**config.mk**
```make
export PLATFORM = sky130hd
export DESIGN_NAME = video_frame_scheduler_flat
export DESIGN_NICKNAME = d
export VERILOG_FILES = /design/src/rtl/video_frame_scheduler_pkg.sv /design/src/rtl/video_frame_scheduler_if.sv /design/src/rtl/video_frame_scheduler_sync_delay.sv /design/src/rtl/video_frame_scheduler.sv /design/src/flat_wrapper.sv
export SDC_FILE = /design/constraint.sdc
export NUM_CORES = 1
export LEC_CHECK = 0
export BUFFER_PORTS_ARGS = -buffer_cell sky130_fd_sc_hd__buf_2
export CAP_MARGIN = 20
export CORE_MARGIN = 2
export CORE_UTILIZATION = 56
export DETAILED_ROUTE_END_ITERATION = 12
export GPL_TIMING_DRIVEN = 0
export HOLD_SLACK_MARGIN = 0.06
export PLACE_DENSITY_LB_ADDON = 0.12
export SLEW_MARGIN = 20
export SYNTH_ARGS = -nofsm -noshare
export SYNTH_HDL_FRONTEND = slang
export SYNTH_SLANG_ARGS = --single-unit
```
**constraint.sdc**
```tcl
create_clock -name clock -period 4.2 [get_ports clock]
set_clock_uncertainty 0.05 [all_clocks]
set_input_delay 0.63 -clock clock [delete_from_list [all_inputs] [get_ports clock]]
set_output_delay 0.63 -clock clock [all_outputs]
set_load 0.02 [all_outputs]
```
**src/rtl/video_frame_scheduler_pkg.sv**
```systemverilog
// Shared configuration for the video frame scheduler: default raster timing,
// frame-buffer geometry, swap FSM encoding and the frame-buffer address helper.
package video_frame_scheduler_pkg;

    localparam int unsigned H_ACTIVE_DEF     = 640;
    localparam int unsigned H_FP_DEF         = 16;
    localparam int unsigned H_SYNC_DEF       = 96;
    localparam int unsigned H_BP_DEF         = 48;
    localparam int unsigned V_ACTIVE_DEF     = 480;
    localparam int unsigned V_FP_DEF         = 10;
    localparam int unsigned V_SYNC_DEF       = 2;
    localparam int unsigned V_BP_DEF         = 33;
    localparam int unsigned READ_LATENCY_DEF = 1;

    localparam int unsigned FB_WIDTH  = 320;
    localparam int unsigned FB_HEIGHT = 240;
    localparam int unsigned POS_W     = 10;
    localparam int unsigned ADDR_W    = 17;
    localparam int unsigned FCNT_W    = 16;

    typedef enum logic [1:0] {
        SWAP_IDLE    = 2'd0,
        SWAP_PENDING = 2'd1,
        SWAP_RELEASE = 2'd2
    } swap_state_e;

    typedef struct packed {
        logic hsync_n;
        logic vsync_n;
        logic active;
    } sync_t;

    localparam sync_t SYNC_IDLE = '{hsync_n: 1'b1, vsync_n: 1'b1, active: 1'b0};

    // (y/2)*320 + x/2 as shift-add; 320 = 256 + 64
    function automatic logic [ADDR_W-1:0] fb_address(input logic [POS_W-1:0] x,
                                                     input logic [POS_W-1:0] y);
        logic [ADDR_W-1:0] row;
        logic [ADDR_W-1:0] col;
        row = ADDR_W'(y >> 1);
        col = ADDR_W'(x >> 1);
        return (row << 4'd8) + (row << 4'd6) + col;
    endfunction

endpackage

```
**src/rtl/video_frame_scheduler_if.sv**
```systemverilog
// Bundles the pixel-tick/swap handshake and the raster outputs of the scheduler.
// frame_count exists only when VIDEO_FRAME_COUNTER_EN is defined.
interface video_frame_scheduler_if;
    import video_frame_scheduler_pkg::*;

    logic                pixel_tick;
    logic                swap_request;
    logic                swap_ack;
    logic                frame_select_memory;
    logic [POS_W-1:0]    pixel_x_pos;
    logic [POS_W-1:0]    pixel_y_pos;
    logic [ADDR_W-1:0]   frame_read_address;
    logic                video_hsync;
    logic                video_vsync;
    logic                video_active;
`ifdef VIDEO_FRAME_COUNTER_EN
    logic [FCNT_W-1:0]   frame_count;
`endif

    modport master (
        output pixel_tick,
        output swap_request,
        input  swap_ack,
        input  frame_select_memory,
        input  pixel_x_pos,
        input  pixel_y_pos,
        input  frame_read_address,
        input  video_hsync,
        input  video_vsync,
        input  video_active
`ifdef VIDEO_FRAME_COUNTER_EN
        , input frame_count
`endif
    );

    modport slave (
        input  pixel_tick,
        input  swap_request,
        output swap_ack,
        output frame_select_memory,
        output pixel_x_pos,
        output pixel_y_pos,
        output frame_read_address,
        output video_hsync,
        output video_vsync,
        output video_active
`ifdef VIDEO_FRAME_COUNTER_EN
        , output frame_count
`endif
    );

endinterface

```
**src/rtl/video_frame_scheduler_sync_delay.sv**
```systemverilog
// video_sync_delay: tick-enabled shift register that delays {hsync_n, vsync_n, active}
// by DEPTH pixel ticks to line up with frame-buffer RAM read data.
module video_sync_delay
    import video_frame_scheduler_pkg::*;
#(
    parameter int unsigned DEPTH = 1
) (
    input  logic  clock,
    input  logic  reset,
    input  logic  tick_i,
    input  sync_t sync_i,
    output sync_t sync_o
);

    sync_t [DEPTH-1:0] stage_q;

    // Shift one stage per pixel tick; reset fills every stage with the idle pattern
    always_ff @(posedge clock) begin
        if (reset) begin
            for (int i = 0; i < int'(DEPTH); i++) begin
                stage_q[i] <= SYNC_IDLE;
            end
        end else if (tick_i) begin
            stage_q[0] <= sync_i;
            for (int i = 1; i < int'(DEPTH); i++) begin
                stage_q[i] <= stage_q[i-1];
            end
        end
    end

    assign sync_o = stage_q[DEPTH-1];

endmodule

```
**src/rtl/video_frame_scheduler.sv**
```systemverilog
// Raster timing generator, frame-buffer read addressing and tear-free double-buffer swap.
// Optional VIDEO_FRAME_COUNTER_EN adds a 16-bit frame counter stepped at vblank entry.
module video_frame_scheduler
    import video_frame_scheduler_pkg::*;
#(
    parameter int unsigned H_ACTIVE     = H_ACTIVE_DEF,
    parameter int unsigned H_FP         = H_FP_DEF,
    parameter int unsigned H_SYNC       = H_SYNC_DEF,
    parameter int unsigned H_BP         = H_BP_DEF,
    parameter int unsigned V_ACTIVE     = V_ACTIVE_DEF,
    parameter int unsigned V_FP         = V_FP_DEF,
    parameter int unsigned V_SYNC       = V_SYNC_DEF,
    parameter int unsigned V_BP         = V_BP_DEF,
    parameter int unsigned READ_LATENCY = READ_LATENCY_DEF
) (
    input  logic                   clock,
    input  logic                   reset,
    video_frame_scheduler_if.slave vif
);

    localparam int unsigned H_TOTAL     = H_ACTIVE + H_FP + H_SYNC + H_BP;
    localparam int unsigned V_TOTAL     = V_ACTIVE + V_FP + V_SYNC + V_BP;
    localparam int unsigned DELAY_DEPTH = (READ_LATENCY == 0) ? 1 : READ_LATENCY;

    localparam logic [POS_W-1:0] H_LAST       = POS_W'(H_TOTAL - 1);
    localparam logic [POS_W-1:0] V_LAST       = POS_W'(V_TOTAL - 1);
    localparam logic [POS_W-1:0] H_ACT        = POS_W'(H_ACTIVE);
    localparam logic [POS_W-1:0] V_ACT        = POS_W'(V_ACTIVE);
    localparam logic [POS_W-1:0] V_ACT_LAST   = POS_W'(V_ACTIVE - 1);
    localparam logic [POS_W-1:0] H_SYNC_FIRST = POS_W'(H_ACTIVE + H_FP);
    localparam logic [POS_W-1:0] H_SYNC_LAST  = POS_W'(H_ACTIVE + H_FP + H_SYNC - 1);
    localparam logic [POS_W-1:0] V_SYNC_FIRST = POS_W'(V_ACTIVE + V_FP);
    localparam logic [POS_W-1:0] V_SYNC_LAST  = POS_W'(V_ACTIVE + V_FP + V_SYNC - 1);

    logic [POS_W-1:0]  x_q, x_d;
    logic [POS_W-1:0]  y_q, y_d;
    logic [ADDR_W-1:0] addr_q, addr_d;
    swap_state_e       state_q, state_d;
    logic              fsel_q, fsel_d;
    logic              ack_q, ack_d;
    logic              vblank_entry_s;
    sync_t             sync_in_s;
    sync_t             sync_out_s;

    function automatic sync_t raster_sync(input logic [POS_W-1:0] x, input logic [POS_W-1:0] y);
        sync_t s;
        s.hsync_n = !((x >= H_SYNC_FIRST) && (x <= H_SYNC_LAST));
        s.vsync_n = !((y >= V_SYNC_FIRST) && (y <= V_SYNC_LAST));
        s.active  = (x < H_ACT) && (y < V_ACT);
        return s;
    endfunction

    // Next raster position and the read address that belongs to it
    always_comb begin
        x_d = x_q;
        y_d = y_q;
        if (vif.pixel_tick) begin
            if (x_q == H_LAST) begin
                x_d = {POS_W{1'b0}};
                if (y_q == V_LAST) begin
                    y_d = {POS_W{1'b0}};
                end else begin
                    y_d = y_q + 10'd1;
                end
            end else begin
                x_d = x_q + 10'd1;
            end
        end else begin
            x_d = x_q;
        end
        if ((x_d < H_ACT) && (y_d < V_ACT)) begin
            addr_d = fb_address(x_d, y_d);
        end else begin
            addr_d = {ADDR_W{1'b0}};
        end
    end

    // Raster position and address registers, advanced only by pixel ticks
    always_ff @(posedge clock) begin
        if (reset) begin
            x_q    <= {POS_W{1'b0}};
            y_q    <= {POS_W{1'b0}};
            addr_q <= {ADDR_W{1'b0}};
        end else if (vif.pixel_tick) begin
            x_q    <= x_d;
            y_q    <= y_d;
            addr_q <= addr_d;
        end
    end

    // Latency 0 registers the new position's sync; otherwise the pre-tick position enters the chain
    generate
        if (READ_LATENCY == 0) begin : g_direct
            assign sync_in_s = raster_sync(x_d, y_d);
        end else begin : g_delayed
            assign sync_in_s = raster_sync(x_q, y_q);
        end
    endgenerate

    video_sync_delay #(
        .DEPTH (DELAY_DEPTH)
    ) u_sync_delay (
        .clock  (clock),
        .reset  (reset),
        .tick_i (vif.pixel_tick),
        .sync_i (sync_in_s),
        .sync_o (sync_out_s)
    );

    // The tick that moves the raster onto (0, V_ACTIVE), i.e. the first blanking line
    assign vblank_entry_s = vif.pixel_tick && (x_q == H_LAST) && (y_q == V_ACT_LAST);

    // Swap FSM next state: the request is latched, so a dropped request still commits
    always_comb begin
        state_d = state_q;
        fsel_d  = fsel_q;
        ack_d   = 1'b0;
        case (state_q)
            SWAP_IDLE: begin
                if (vif.swap_request) begin
                    state_d = SWAP_PENDING;
                end else begin
                    state_d = SWAP_IDLE;
                end
            end
            SWAP_PENDING: begin
                if (vblank_entry_s) begin
                    fsel_d  = ~fsel_q;
                    ack_d   = 1'b1;
                    state_d = SWAP_RELEASE;
                end else begin
                    state_d = SWAP_PENDING;
                end
            end
            SWAP_RELEASE: begin
                if (!vif.swap_request) begin
                    state_d = SWAP_IDLE;
                end else begin
                    state_d = SWAP_RELEASE;
                end
            end
            default: begin
                state_d = SWAP_IDLE;
            end
        endcase
    end

    // Swap FSM state, displayed-buffer select and acknowledge pulse
    always_ff @(posedge clock) begin
        if (reset) begin
            state_q <= SWAP_IDLE;
            fsel_q  <= 1'b0;
            ack_q   <= 1'b0;
        end else begin
            state_q <= state_d;
            fsel_q  <= fsel_d;
            ack_q   <= ack_d;
        end
    end

`ifdef VIDEO_FRAME_COUNTER_EN
    logic [FCNT_W-1:0] frame_count_q;

    // Frame counter, wraps naturally at 16 bits
    always_ff @(posedge clock) begin
        if (reset) begin
            frame_count_q <= {FCNT_W{1'b0}};
        end else if (vblank_entry_s) begin
            frame_count_q <= frame_count_q + 16'd1;
        end
    end

    assign vif.frame_count = frame_count_q;
`endif

    assign vif.pixel_x_pos         = x_q;
    assign vif.pixel_y_pos         = y_q;
    assign vif.frame_read_address  = addr_q;
    assign vif.frame_select_memory = fsel_q;
    assign vif.swap_ack            = ack_q;
    assign vif.video_hsync         = sync_out_s.hsync_n;
    assign vif.video_vsync         = sync_out_s.vsync_n;
    assign vif.video_active        = sync_out_s.active;

endmodule

```
**src/flat_wrapper.sv**
```systemverilog
// flat-port wrapper written by rule: the top's interface ports become plain ports
module video_frame_scheduler_flat import video_frame_scheduler_pkg::*;
#(
    parameter int unsigned H_ACTIVE     = H_ACTIVE_DEF,
    parameter int unsigned H_FP         = H_FP_DEF,
    parameter int unsigned H_SYNC       = H_SYNC_DEF,
    parameter int unsigned H_BP         = H_BP_DEF,
    parameter int unsigned V_ACTIVE     = V_ACTIVE_DEF,
    parameter int unsigned V_FP         = V_FP_DEF,
    parameter int unsigned V_SYNC       = V_SYNC_DEF,
    parameter int unsigned V_BP         = V_BP_DEF,
    parameter int unsigned READ_LATENCY = READ_LATENCY_DEF
)
  (clock, reset, vif_pixel_tick, vif_swap_request, vif_swap_ack, vif_frame_select_memory, vif_pixel_x_pos, vif_pixel_y_pos, vif_frame_read_address, vif_video_hsync, vif_video_vsync, vif_video_active);
  video_frame_scheduler_if vif_i ();
  input  logic clock;
  input  logic reset;
  input wire logic [$bits(vif_i.pixel_tick)-1:0] vif_pixel_tick;
  input wire logic [$bits(vif_i.swap_request)-1:0] vif_swap_request;
  output wire logic [$bits(vif_i.swap_ack)-1:0] vif_swap_ack;
  output wire logic [$bits(vif_i.frame_select_memory)-1:0] vif_frame_select_memory;
  output wire logic [$bits(vif_i.pixel_x_pos)-1:0] vif_pixel_x_pos;
  output wire logic [$bits(vif_i.pixel_y_pos)-1:0] vif_pixel_y_pos;
  output wire logic [$bits(vif_i.frame_read_address)-1:0] vif_frame_read_address;
  output wire logic [$bits(vif_i.video_hsync)-1:0] vif_video_hsync;
  output wire logic [$bits(vif_i.video_vsync)-1:0] vif_video_vsync;
  output wire logic [$bits(vif_i.video_active)-1:0] vif_video_active;
  assign vif_i.pixel_tick = vif_pixel_tick;
  assign vif_i.swap_request = vif_swap_request;
  assign vif_swap_ack = vif_i.swap_ack;
  assign vif_frame_select_memory = vif_i.frame_select_memory;
  assign vif_pixel_x_pos = vif_i.pixel_x_pos;
  assign vif_pixel_y_pos = vif_i.pixel_y_pos;
  assign vif_frame_read_address = vif_i.frame_read_address;
  assign vif_video_hsync = vif_i.video_hsync;
  assign vif_video_vsync = vif_i.video_vsync;
  assign vif_video_active = vif_i.video_active;
  video_frame_scheduler #(.H_ACTIVE(H_ACTIVE), .H_FP(H_FP), .H_SYNC(H_SYNC), .H_BP(H_BP), .V_ACTIVE(V_ACTIVE), .V_FP(V_FP), .V_SYNC(V_SYNC), .V_BP(V_BP), .READ_LATENCY(READ_LATENCY)) u_core (.clock(clock), .reset(reset), .vif(vif_i));
endmodule
```
==> results.toml <==
[run_status]
status = "complete, no violations"

[finish]
syn_to_final_growth_pct = 18.0
multiInputGateArea_um2 = 1650
stdcell_count = 409
layout_commonest_cell = "buf_2"
final_nets = 385
layout_common_cells = "buf_2, dfxtp_1, nand2_1, nor2_1"
n_antenna_cell = 0
final_util_pct = 70.0
regArea_um2 = 883
fill_cells = 377
drive_above_1_share_pct = 22.4

[sta]
setup-violations-final = 0
setup_slack_ns = 0.188
worst_pin_slew_ns = 0.940
grt_setup_unrepaired = "no"
finalCriticalPeriod_ns = 4.01
slew_viol_final = 0
post-route-period-util_pct = 95.5
max_slew_margin_pct = 36.9
tns_ns = 0
hold_violations = 0
max_freq_ghz = 0.249

[clock_network]
cts_tree = "done"
cts_hold_buf = 0
path_clk_slew_ns = 0.08
tritoncts.num_buffers = 5
clock_sinks = 44
clkLatencyLatePin_ns = 0.30
clockRootBuffer = "clkbuf_8"
cts_buffer_depth = 2
htree_levels = 2

[critical_path]
r2r_cells = 14
arrival_ns = 4.16
crit_path_end_kind = "flip-flop"
cp-endpoint = "u_core.vif.frame_read_address[15]"
worstSetupStartpoint = "u_core.vif.pixel_x_pos[0]"
worst-setup-path-type = "reg2reg"
required_ns = 4.34
crit_fanout = 7
r2r_start = "u_core.vif.pixel_x_pos[0]"
cp-start-kind = "flip-flop"
rr_endpoint = "u_core.vif.frame_read_address[15]"
ff2ff_setup_slack_ns = 0.19

[global_routing]
grt_pass1_vias = 2133
groute.usage.overall_pct = 23.6
grt_pass1_wl_mm = 9.84
grt_max_degree = 14
grt_antenna_before_repair = 0
grt_overflow = 0

[synthesis]
async_reset_ff_share_pct = 0
seq_area_frac_synth_pct = 33.4
yosysTopAreaCell = "dfxtp_1"
synthCells = 302
synth_nets = 330
yosysWarnings = 0
synth_edf_count = 0
netlist_area_um2 = 2640
synth_top_area_share_pct = 33.4
synth.area.top_cells = "dfxtp_1, ha_1, nand2_1"
ys.flop_type = "dfxtp_1"
ys_ff_latch = 44
syn_avg_cell_area_um2 = 8.73
ys_types = 54

[floorplanning]
design.die.area_um2 = 5270
ios = 46
start_util_pct = 59.3
fp.dieW_um = 72.6
die_h_um = 72.6
rows = 24
core_um2 = 4440

[routing]
route.antenna.remaining_nets = 0
wl_per_cell_um = 14.7
drc = 0
via_per_inst = 5.82
dr.pass1.iters = 4
routed_wl_mm = 6.03
routed-via-count = 2379
drt_iter0_markers = 118

[power_and_ir_drop]
power_leakage_nw = 1.34
irDropWorstVdd_uv = 247
p_per_area_nw_per_um2 = 280

[place]
gp_congestion = 0.864
place_hpwl_mm = 4.44
dp.cells = 398
port_buffers = 44
dp_slack_ns = -0.0757

[flow_run]
drv_cap = 0

[min_path]
hp-class = "reg2reg"
[metrics by stage]
step	power, mW	instance area, um2	hold WS [ns]
after CTS	0.875	3060	0.404
after global routing	0.903	3110	0.428
after detailed placement	0.497	2920	0.387
after floorplan	0.478	2640	0.368
after global placement	0.495	2920	0.378
final	0.871	3110	0.399
[repair_timing]
action | 4_1_cts | 5_1_grt
resized for setup | 2 | 6
setup endpoints to repair | 1 | 4
setup buffers | 0 | 4
pin swaps | 0 | 1
[worst min-delay path by stage]
stage,startpoint,end,slack (ns),depth (start not counted)
2_1_floorplan,u_core.state_q[1],u_core.state_q[0],0.37,1
3_3_place_gp,u_core.vif.frame_read_address[5],u_core.vif.frame_read_address[5],0.38,2
3_5_place_dp,u_core.vif.frame_read_address[1],u_core.vif.frame_read_address[1],0.39,2
4_1_cts,u_core.vif.frame_read_address[9],u_core.vif.frame_read_address[9],0.40,2
5_1_grt,u_core.state_q[1],u_core.state_q[0],0.43,1
6_report,u_core.vif.frame_read_address[1],u_core.vif.frame_read_address[1],0.40,2
[state kept, by name, indices dropped and copies added (netlist names)]
signal	cells
u_core.vif.frame_select_memory	1
u_core.u_sync_delay.sync_o	3
u_core.vif.swap_ack	1
u_core.vif.frame_read_address	17
u_core.vif.pixel_x_pos	10
u_core.vif.pixel_y_pos	10
u_core.state_q	2
[where the power goes]
group	switching, mW	internal, mW
Clock	0.146	0.234
Combinational	0.0376	0.0232
Sequential	0.00729	0.423
Total	0.191	0.681
[cell type report]
| cell class | instances | area share, % |
|---|---|---|
| multi-input cells | 232 | 53.1 |
| flip-flops and latches | 44 | 28.4 |
| repair buffers | 48 | 8.05 |
| plain buffers | 14 | 2.82 |
| clock buffers | 5 | 2.21 |
| well taps | 52 | 2.09 |
| clock inverters | 2 | 1.93 |
| inverters | 12 | 1.45 |
[logic make-up (layout without fill, tap and decap cells)]
kind of cell / count (synthesis) / in the layout / share of synthesized area (%)
buffers and inverters: 26 / 81 / 5.03
and+or+nand+nor: 122 / 122 / 25.6
AOI/OAI and AO/OA: 61 / 61 / 15.5
muxes: 3 / 3 / 1.14
DFF: 44 / 44 / 33.4
adders and majority gates: 24 / 24 / 12.0
xor gates and xnor gates: 22 / 22 / 7.31
[worst max-delay path: stages, from the launching register on]
cell and delay [ns]:
dfxtp_2 0.41, ha_4 0.19, nand4_4 0.19, or4_4 0.62
nor3_1 0.19, a21oi_1 0.07, o22ai_2 0.17, fa_1 0.50
fa_2 0.45, a211oi_1 0.27, o21bai_1 0.14, a211oi_1 0.28
o21ai_0 0.13, xnor2_1 0.16, o21ai_0 0.08
[layer usage]
| layer | track usage (%) | part of all wire (%) | vias up |
|---|---|---|---|
| met1 | 34.1 | 48 | 1111 |
| met5 | 0 | 0 | - |
| met2 | 36.9 | 45 | 70 |
| met3 | 4.14 | 5.5 | 8 |
| met4 | 5.76 | 1.2 | 0 |
| li1 | - | - | 1190 |
[synthesized netlist by cell type (2+ instances only)]
cell / number
dfxtp_1: 44
nor4_4: 2
clkbuf_1: 6
nand4_1: 6
a32o_1: 6
a211oi_1: 2
xor2_1: 10
buf_2: 3
and2_1: 13
o211ai_1: 4
inv_1: 12
nand4b_1: 2
o21bai_1: 2
fa_1: 2
a21oi_1: 12
mux2i_1: 3
ha_1: 22
nor3_1: 14
o22ai_1: 2
o21ai_0: 21
and3_1: 3
buf_6: 4
nand3_1: 6
nor4_1: 2
nand2_1: 35
xnor2_1: 12
nand3b_1: 2
nor2_1: 24
(Power assumes the default switching activity.)
